### src/rtl/midi_note_tx.sv
// MIDI Note On/Off transmitter: latches a key event, builds a 2- or 3-byte
// MIDI message and shifts it out as 8N1 frames at the configured baud rate.
//
// state   | meaning
// --------+-----------------------------------------------
// S_IDLE  | waiting for a request, line idle high
// S_START | driving the start bit (0) of byte idx_q
// S_DATA  | driving data bit bit_q of byte idx_q, LSB first
// S_STOP  | driving the stop bit (1) of byte idx_q
module midi_note_tx #(
  parameter int CLK_FREQ       = 50000000,
  parameter int BAUD           = 31250,
  parameter int RUNNING_STATUS = 0
) (
  input  logic       clk,
  input  logic       reset,
  input  logic       req_valid,
  output logic       req_ready,
  input  logic [4:0] req_offset,
  input  logic       req_note_on,
  input  logic [3:0] req_channel,
  input  logic [6:0] req_velocity,
  output logic       tx,
  output logic       busy,
  output logic       err_range
);

  localparam int CPB_RAW = CLK_FREQ / BAUD;
  localparam int CPB     = (CPB_RAW < 4) ? 4 : CPB_RAW;
  localparam int CW      = $clog2(CPB);
  localparam logic [CW-1:0] BIT_LOAD = CW'(CPB - 1);

  typedef enum logic [1:0] {S_IDLE, S_START, S_DATA, S_STOP} state_t;

  state_t          state_q, state_d;
  logic [CW-1:0]   cnt_q, cnt_d;
  logic [2:0]      bit_q, bit_d;
  logic [1:0]      idx_q, idx_d;
  logic [7:0]      byte0_q, byte0_d;
  logic [7:0]      byte1_q, byte1_d;
  logic [7:0]      byte2_q, byte2_d;
  logic [7:0]      last_status_q, last_status_d;
  logic            last_valid_q, last_valid_d;
  logic            err_q, err_d;

  logic            accept;
  logic            legal;
  logic            skip;
  logic            bit_done;
  logic [7:0]      status;
  logic [7:0]      cur_byte;

  assign accept   = req_valid && (state_q == S_IDLE);
  assign legal    = (req_offset <= 5'd23);
  assign status   = {(req_note_on ? 4'b1001 : 4'b1000), req_channel};
  assign skip     = (RUNNING_STATUS != 0) && last_valid_q && (status == last_status_q);
  assign bit_done = (cnt_q == '0);

  always_comb begin
    case (idx_q)
      2'd0:    cur_byte = byte0_q;
      2'd1:    cur_byte = byte1_q;
      default: cur_byte = byte2_q;
    endcase
  end

  always_comb begin
    state_d       = state_q;
    cnt_d         = cnt_q;
    bit_d         = bit_q;
    idx_d         = idx_q;
    byte0_d       = byte0_q;
    byte1_d       = byte1_q;
    byte2_d       = byte2_q;
    last_status_d = last_status_q;
    last_valid_d  = last_valid_q;
    err_d         = 1'b0;

    case (state_q)
      S_IDLE: begin
        if (accept) begin
          if (legal) begin
            byte0_d       = status;
            byte1_d       = {3'b000, req_offset} + 8'd48;
            byte2_d       = req_note_on ? {1'b0, req_velocity} : 8'h40;
            idx_d         = skip ? 2'd1 : 2'd0;
            bit_d         = 3'd0;
            cnt_d         = BIT_LOAD;
            state_d       = S_START;
            last_status_d = status;
            last_valid_d  = 1'b1;
          end else begin
            err_d = 1'b1;
          end
        end
      end
      S_START: begin
        if (bit_done) begin
          cnt_d   = BIT_LOAD;
          bit_d   = 3'd0;
          state_d = S_DATA;
        end else begin
          cnt_d = cnt_q - CW'(1);
        end
      end
      S_DATA: begin
        if (bit_done) begin
          cnt_d = BIT_LOAD;
          if (bit_q == 3'd7) begin
            state_d = S_STOP;
          end else begin
            bit_d = bit_q + 3'd1;
          end
        end else begin
          cnt_d = cnt_q - CW'(1);
        end
      end
      S_STOP: begin
        if (bit_done) begin
          if (idx_q == 2'd2) begin
            cnt_d   = '0;
            state_d = S_IDLE;
          end else begin
            cnt_d   = BIT_LOAD;
            idx_d   = idx_q + 2'd1;
            state_d = S_START;
          end
        end else begin
          cnt_d = cnt_q - CW'(1);
        end
      end
      default: state_d = S_IDLE;
    endcase
  end

  always_ff @(posedge clk) begin
    if (reset) begin
      state_q       <= S_IDLE;
      cnt_q         <= '0;
      bit_q         <= 3'd0;
      idx_q         <= 2'd0;
      byte0_q       <= 8'h00;
      byte1_q       <= 8'h00;
      byte2_q       <= 8'h00;
      last_status_q <= 8'h00;
      last_valid_q  <= 1'b0;
      err_q         <= 1'b0;
    end else begin
      state_q       <= state_d;
      cnt_q         <= cnt_d;
      bit_q         <= bit_d;
      idx_q         <= idx_d;
      byte0_q       <= byte0_d;
      byte1_q       <= byte1_d;
      byte2_q       <= byte2_d;
      last_status_q <= last_status_d;
      last_valid_q  <= last_valid_d;
      err_q         <= err_d;
    end
  end

  // Line level decodes straight from registered state, so it tracks state exactly.
  always_comb begin
    case (state_q)
      S_START: tx = 1'b0;
      S_DATA:  tx = cur_byte[bit_q];
      default: tx = 1'b1;
    endcase
  end

  assign req_ready = (state_q == S_IDLE);
  assign busy      = !req_ready;
  assign err_range = err_q;

endmodule

### config.mk
export PLATFORM = sky130hd
export DESIGN_NAME = midi_note_tx
export DESIGN_NICKNAME = d
export VERILOG_FILES = /design/src/rtl/midi_note_tx.sv
export SDC_FILE = /design/constraint.sdc
export NUM_CORES = 1
export LEC_CHECK = 0
export ABC_AREA = 1
export CORE_MARGIN = 2
export CORE_UTILIZATION = 58
export CTS_BUF_LIST = sky130_fd_sc_hd__clkbuf_8
export DETAILED_ROUTE_END_ITERATION = 6
export GPL_TIMING_DRIVEN = 0
export MAX_ROUTING_LAYER = met4
export PLACE_DENSITY = 0.82
export SLEW_MARGIN = 15
export SYNTH_ARGS = -nofsm -noshare
export SYNTH_HDL_FRONTEND = slang
export SYNTH_SLANG_ARGS = --single-unit
### constraint.sdc
create_clock -name clk -period 2.3 [get_ports clk]
set_input_delay 0.46 -clock clk [delete_from_list [all_inputs] [get_ports clk]]
set_output_delay 0.46 -clock clk [all_outputs]
set_load 0.01 [all_outputs]
Word-level counts from Yosys, hierarchy flattened:

Cells that the tools add are included.

* add/sub/neg operators: 4
* $mul: 0
* muxes and demuxes: 32
* divide/modulo/power cells: 0
* bitwise logic cells: 2
* $lt $le $gt $ge: 2
* reduce and logical (&&, ||, !) cells: 14
* equal/unequal tests: 14
* shifts and indexed selects: 0

Operators by type and width (number)
* two-way mux 11 bit: 5
* one-hot mux 11 bit (3 select lines): 1
* two-way mux 2 bit: 10
* one-hot mux 8 bit (2 select lines): 1
* two-way mux 3 bit: 5
* != test 2 bit, second input constant: 6
* AND reduction 6 bit: 2
* logical NOT 11 bit: 1
* subtractor 11 x 1 -> 11 bit, second input constant: 1
* one-hot mux 3 bit (3 select lines): 1
* one-hot mux 2 bit (4 select lines): 1
* adder 5 x 6 -> 7 bit, second input constant: 1
* two-way mux 7 bit: 1
* == test 2 bit, second input constant: 3
* <= comparator 5 bit, second input constant: 1
* AND reduction 5 bit: 1
* == test 2 x 1 -> 1 bit, second input constant: 2
* logical NOT 2 bit: 2
* < comparator 3 x 4 -> 1 bit, second input constant: 1
* two-way mux 1 bit: 4
* != test 2 x 1 -> 1 bit, second input constant: 2
* one-hot mux 2 bit (2 select lines): 1
* adder 3 x 1 -> 3 bit, second input constant: 1
* binary-select mux 1 bit (select 3 bit): 1
* other kinds (12): 13

* RAM bits: 0
* flip-flop bits (word level): 43
* memories kept: 0
* word-level logic and storage cells: 76
* output and inout port bits: 4
* bits in read-only memories: 0
* bits in latches: 0

Logic depth before layout (Yosys ltp):

* depth in word-level cells: 5
* gate-level depth with buffers: 11
* mapped depth without buffers: 11

Worst setup path before layout:

No wires, ideal clock.

* kind: register to output
* from: register idx_q[0]
* to: output port tx
* arrival time: 1.353 ns
* data required time: 1.840 ns
* setup slack: 0.487 ns
* cell stages (with the launch flop): 10
* buffers on the path: 0
* path through: dfxtp_1 inv_1 ha_1 nor2_2 o21ai_0 nand2_1 a21boi_1 o21ai_0 nand3_1 nand2_1

* longest elaborated chain between the ends: 5
* elaborated cells between the ends (all ways): 6
* classes of those cells: eq/ne (1); mux (4); reduce/logical (1)

Ends and longest elaborated chain
* start, declared: RTL line 38 `logic [1:0] idx_q, idx_d;`
* start signal, assigned: RTL line 152 `idx_q <= idx_d;`
* == test 2 x 1 -> 1 bit / logical NOT 2 bit (equally long branches): RTL line 60 `case (idx_q)`
* one-hot mux 8 bit (2 select lines) *: RTL line 60
* binary-select mux 1 bit (select 3 bit) *: RTL line 166 `S_DATA: tx = cur_byte[bit_q];`
* two-way mux 1 bit (implied by the code) *: RTL line 166
* one-hot mux 1 bit (2 select lines) *: RTL line 164 `case (state_q)`
* end, declared: RTL line 23 `output logic tx,`

Every way passes the cells marked *; elsewhere a longest branch is shown, timed or not. The select of a mux whose other input is x is not followed.

Worst setup path after layout:

Same ends and word-level chain as after synthesis.

==> run summary <==
For the largest clock skew in the final design, the log shows 4.23 ps. The mean post-synth cell area came out at 7.20 µm². The tool flagged a number of max-cap violations equal to 0. When the netlist entered floorplanning its net count stood at 334. The logs give 299 for the number of filler instances in the final layout and 22 for the number of standard-cell rows in the floorplan.

Sequential cells account for 26.7% of the total power. The clock passes through at most 2 buffers. The initial antenna violation count is 0.

Headroom to the max-slew limit came out at 63.0%. Across all layers, the routed design uses 2123 vias. The congestion estimate from routability-driven global placement came to 0.948. Setup repair after global routing could not meet its margin everywhere.

The top fanout value on the critical path came out at 7. Cells fill 74.1% of the core in the end. The later pin in the worst-skew pair is clocked with a latency of 300 ps. The worst-case vdd ir drop was 0.000979 V. For this run, the register share of the synthesized area comes to 34.9%. The ratio of cells with drive above 1 in the final layout works out to 16.0%. Setup violations remaining at the end of the flow were counted as 0. The run gives 1792 as the number of global-route vias before repair. Combinational logic is responsible for 52.7% of the overall power. The number of clock sinks is 38, and the average via count per standard cell is 5.51. The worst setup path is of the flop to primary output kind.

Overall track demand over capacity in global routing: 27.0%. Total power for the finished layout comes to 3.46 mW. The path category of the worst min-delay check was flop to flop. In this run, synthesis produced a sequential element count of 38. Once placement completed, the tool counted placed cells totaling 373. The analysis attributes to cell leakage a power of 1.09 nW. After clock tree synthesis, the clock-pin slew on the worst setup and hold paths is 70 ps. Leaving out fill and tap cells, the most frequent cell in the layout is sky130_fd_sc_hd__nand2_1.

The minimum clock period after layout came out at 2240 ps. During I/O placement, the number of pins put on the boundary was 24. During synthesis, Yosys emitted a total of 0 warnings. The floorplan step defined a die boundary enclosing 4270 µm². Post-synthesis instance total: 303. For the worst setup path, the data required time is 1840 ps. Buffers placed on the I/O ports in this run total 22. Final hold analysis gives a worst-case slack of 473 ps.

The global-route wire length before repair is 8600 µm. The tools report the startpoint class of the critical path as a flop. Summed over all nets, the half-perimeter wirelength after detailed placement is 3670 µm.

For this run, the top clock speed supported by timing is 0.447 GHz. In this run the power spent charging and discharging nets is 1.48 mW. For the detailed router's first-iteration violation count, the log shows 165. The buffer cell driving the clock tree root is sky130_fd_sc_hd__clkbuf_8. The tools report the cell-internal power as 1.98 mW. Compared with the post-synthesis result, the final layout area differs by 23.3%. The synthesized cell area was 2180 µm². The run finished with clean final reports. For the pin with the worst max-slew slack, the measured transition is 555 ps.

Of the total power, the share spent switching nets is 42.7%. The power density of the placed cells came out at 1290 nW/µm². The run gives 1780 ps as the endpoint arrival time on the critical path. For the max-slew violation total from the final report, the log shows 0. The antenna violation net count after detailed routing is 0, and the detailed-route wire length per cell is 13.5 µm.

The final cycle utilization of the critical path came out at 97.4%. STA classifies the critical path endpoint as a primary output. The repair_antennas step left the layout with diodes totalling 0.

In the layout the commonest cells are sky130_fd_sc_hd__nand2_1, sky130_fd_sc_hd__dfxtp_1, sky130_fd_sc_hd__nor2_1. Once the floorplan was initialized, standard cells occupied 60.1% of the core. From bottom edge to top edge, the die measures 65.3 µm.

The cell area after placement is 2460 µm², and the clock network fraction of design power is 20.5%. TritonCTS built the clock tree. The final global-route overflow total was 0; the iteration count of the initial detailed-routing pass was 5. The area of combinational cells with multiple inputs was 1310 µm². After routing the design area is 2690 µm². The logs give 34 for the unique cell type count in the Yosys netlist and 0 for the count of endpoints failing hold in the final timing report. Buffers inserted during clock tree synthesis total 5.

Maximum number of pins on one net before global-route repair: 13. The count of non-filler cells in the finished layout was 385; the horizontal die dimension was 65.3 µm. At the end of the flow, the number of nets in the layout was 367. The core area is 3630 µm². For this run, design rule violations remaining after detail routing come to 0.

The H-tree was split into 2 levels. The total routed wirelength was 5190 µm. In the final layout, flip-flops and latches occupy 763 µm².
-- power by group through the flow --
stage / Combinational (mW) / Sequential, mW / Clock [mW]
detailed placement: 1.61 / 0.928 / 0
floorplan: 1.24 / 0.899 / 0
global route: 2.03 / 0.943 / 0.755
global placement: 1.57 / 0.923 / 0
finish: 1.83 / 0.926 / 0.710
CTS: 1.71 / 0.922 / 0.712
-- synth_stat cells (all sizes together) --
cell | n | area, µm²
nor2 | 44 | 236
and3 | 1 | 6.26
nor3 | 2 | 10.0
a21boi | 1 | 7.51
a211oi | 1 | 7.51
xnor2 | 1 | 8.76
clkbuf | 6 | 22.5
inv | 27 | 104
o221a | 1 | 11.3
nand3b | 1 | 7.51
dfxtp | 38 | 761
o21ai | 30 | 150
buf | 4 | 26.3
and2 | 1 | 6.26
o211ai | 4 | 30.0
nand2 | 65 | 267
nand4 | 1 | 6.26
nand3 | 28 | 170
a21oi | 34 | 189
xor2 | 2 | 17.5
ha | 11 | 138
-- timing repair --
action                                  in CTS  in global routing
pin swaps                                    1                  5
endpoints found under the setup margin       2                  1
hold buffers                                 0                  0
buffers inserted                             1                  4
resized for setup                           13                  7
-- metrics by stage --
| stage | setup WS [ps] | TNS (ps) |
|---|---|---|
| floorplan | 487 | 0 |
| global placement | -213 | -296 |
| detailed placement | -252 | -341 |
| CTS | -13.9 | -13.9 |
| global route | -47.2 | -47.2 |
| finish | 60.5 | 0 |
-- cell families after synthesis --
group	count (synthesis)	share of synthesized area [%]
AOI/OAI and AO/OA	71	18.1
xor gates and xnor gates	3	1.20
adders and majority gates	11	6.31
buffers and inverters	37	7.00
DFF	38	34.9
and+or+nand+nor	143	32.5
-- state kept, by name, indices dropped and copies added (netlist names) --
register   cells
state_q        2
byte0_q        6
err_range      1
bit_q          3
idx_q          2
byte2_q        7
cnt_q         11
byte1_q        6
-- metal layers --
layer | vias to the layer above | GRT usage, % | routed length (µm)
li1 | 1071 | - | -
met1 | 958 | 36.7 | 2380
met2 | 83 | 38.8 | 2350
met3 | 11 | 6.85 | 371
met4 | 0 | 10.2 | 99
met5 | - | - | 0
-- layout make-up --
class	instances	share of cell area, %
plain buffers	9	1.67
clock buffers	6	3.07
clock inverters	2	2.23
inverters	27	3.95
multi-input cells	228	48.6
flip-flops and latches	38	28.4
well taps	48	2.23
repair buffers	27	9.86
-- worst paths after layout --
| check | from | slack (ps) | cells after the start | endpoint |
|---|---|---|---|---|
| setup reg to reg | state_q[0]$_SDFFE_PP0P_ | 420 | 6 | byte2_q[6]$_SDFFE_PP0P_ |
| hold reg to reg | byte1_q[6]$_SDFFE_PP0P_ | 470 | 2 | byte1_q[6]$_SDFFE_PP0P_ |
| setup / recovery | idx_q[0]$_SDFFE_PP0P_ | 60 | 10 | tx |
| hold / removal | byte1_q[6]$_SDFFE_PP0P_ | 470 | 2 | byte1_q[6]$_SDFFE_PP0P_ |
-- worst max-delay path, cell delays in order (launching register included) --
cell and delay (ps):
sky130_fd_sc_hd__dfxtp_2 360, sky130_fd_sc_hd__inv_2 60, sky130_fd_sc_hd__ha_4 190, sky130_fd_sc_hd__nor2_4 200, sky130_fd_sc_hd__o21ai_1 100, sky130_fd_sc_hd__nand2_1 70, sky130_fd_sc_hd__a21boi_1 50, sky130_fd_sc_hd__o21ai_1 150
sky130_fd_sc_hd__nand3_1 110, sky130_fd_sc_hd__nand2_1 70, sky130_fd_sc_hd__buf_2 120
(Power assumes the default switching activity.)
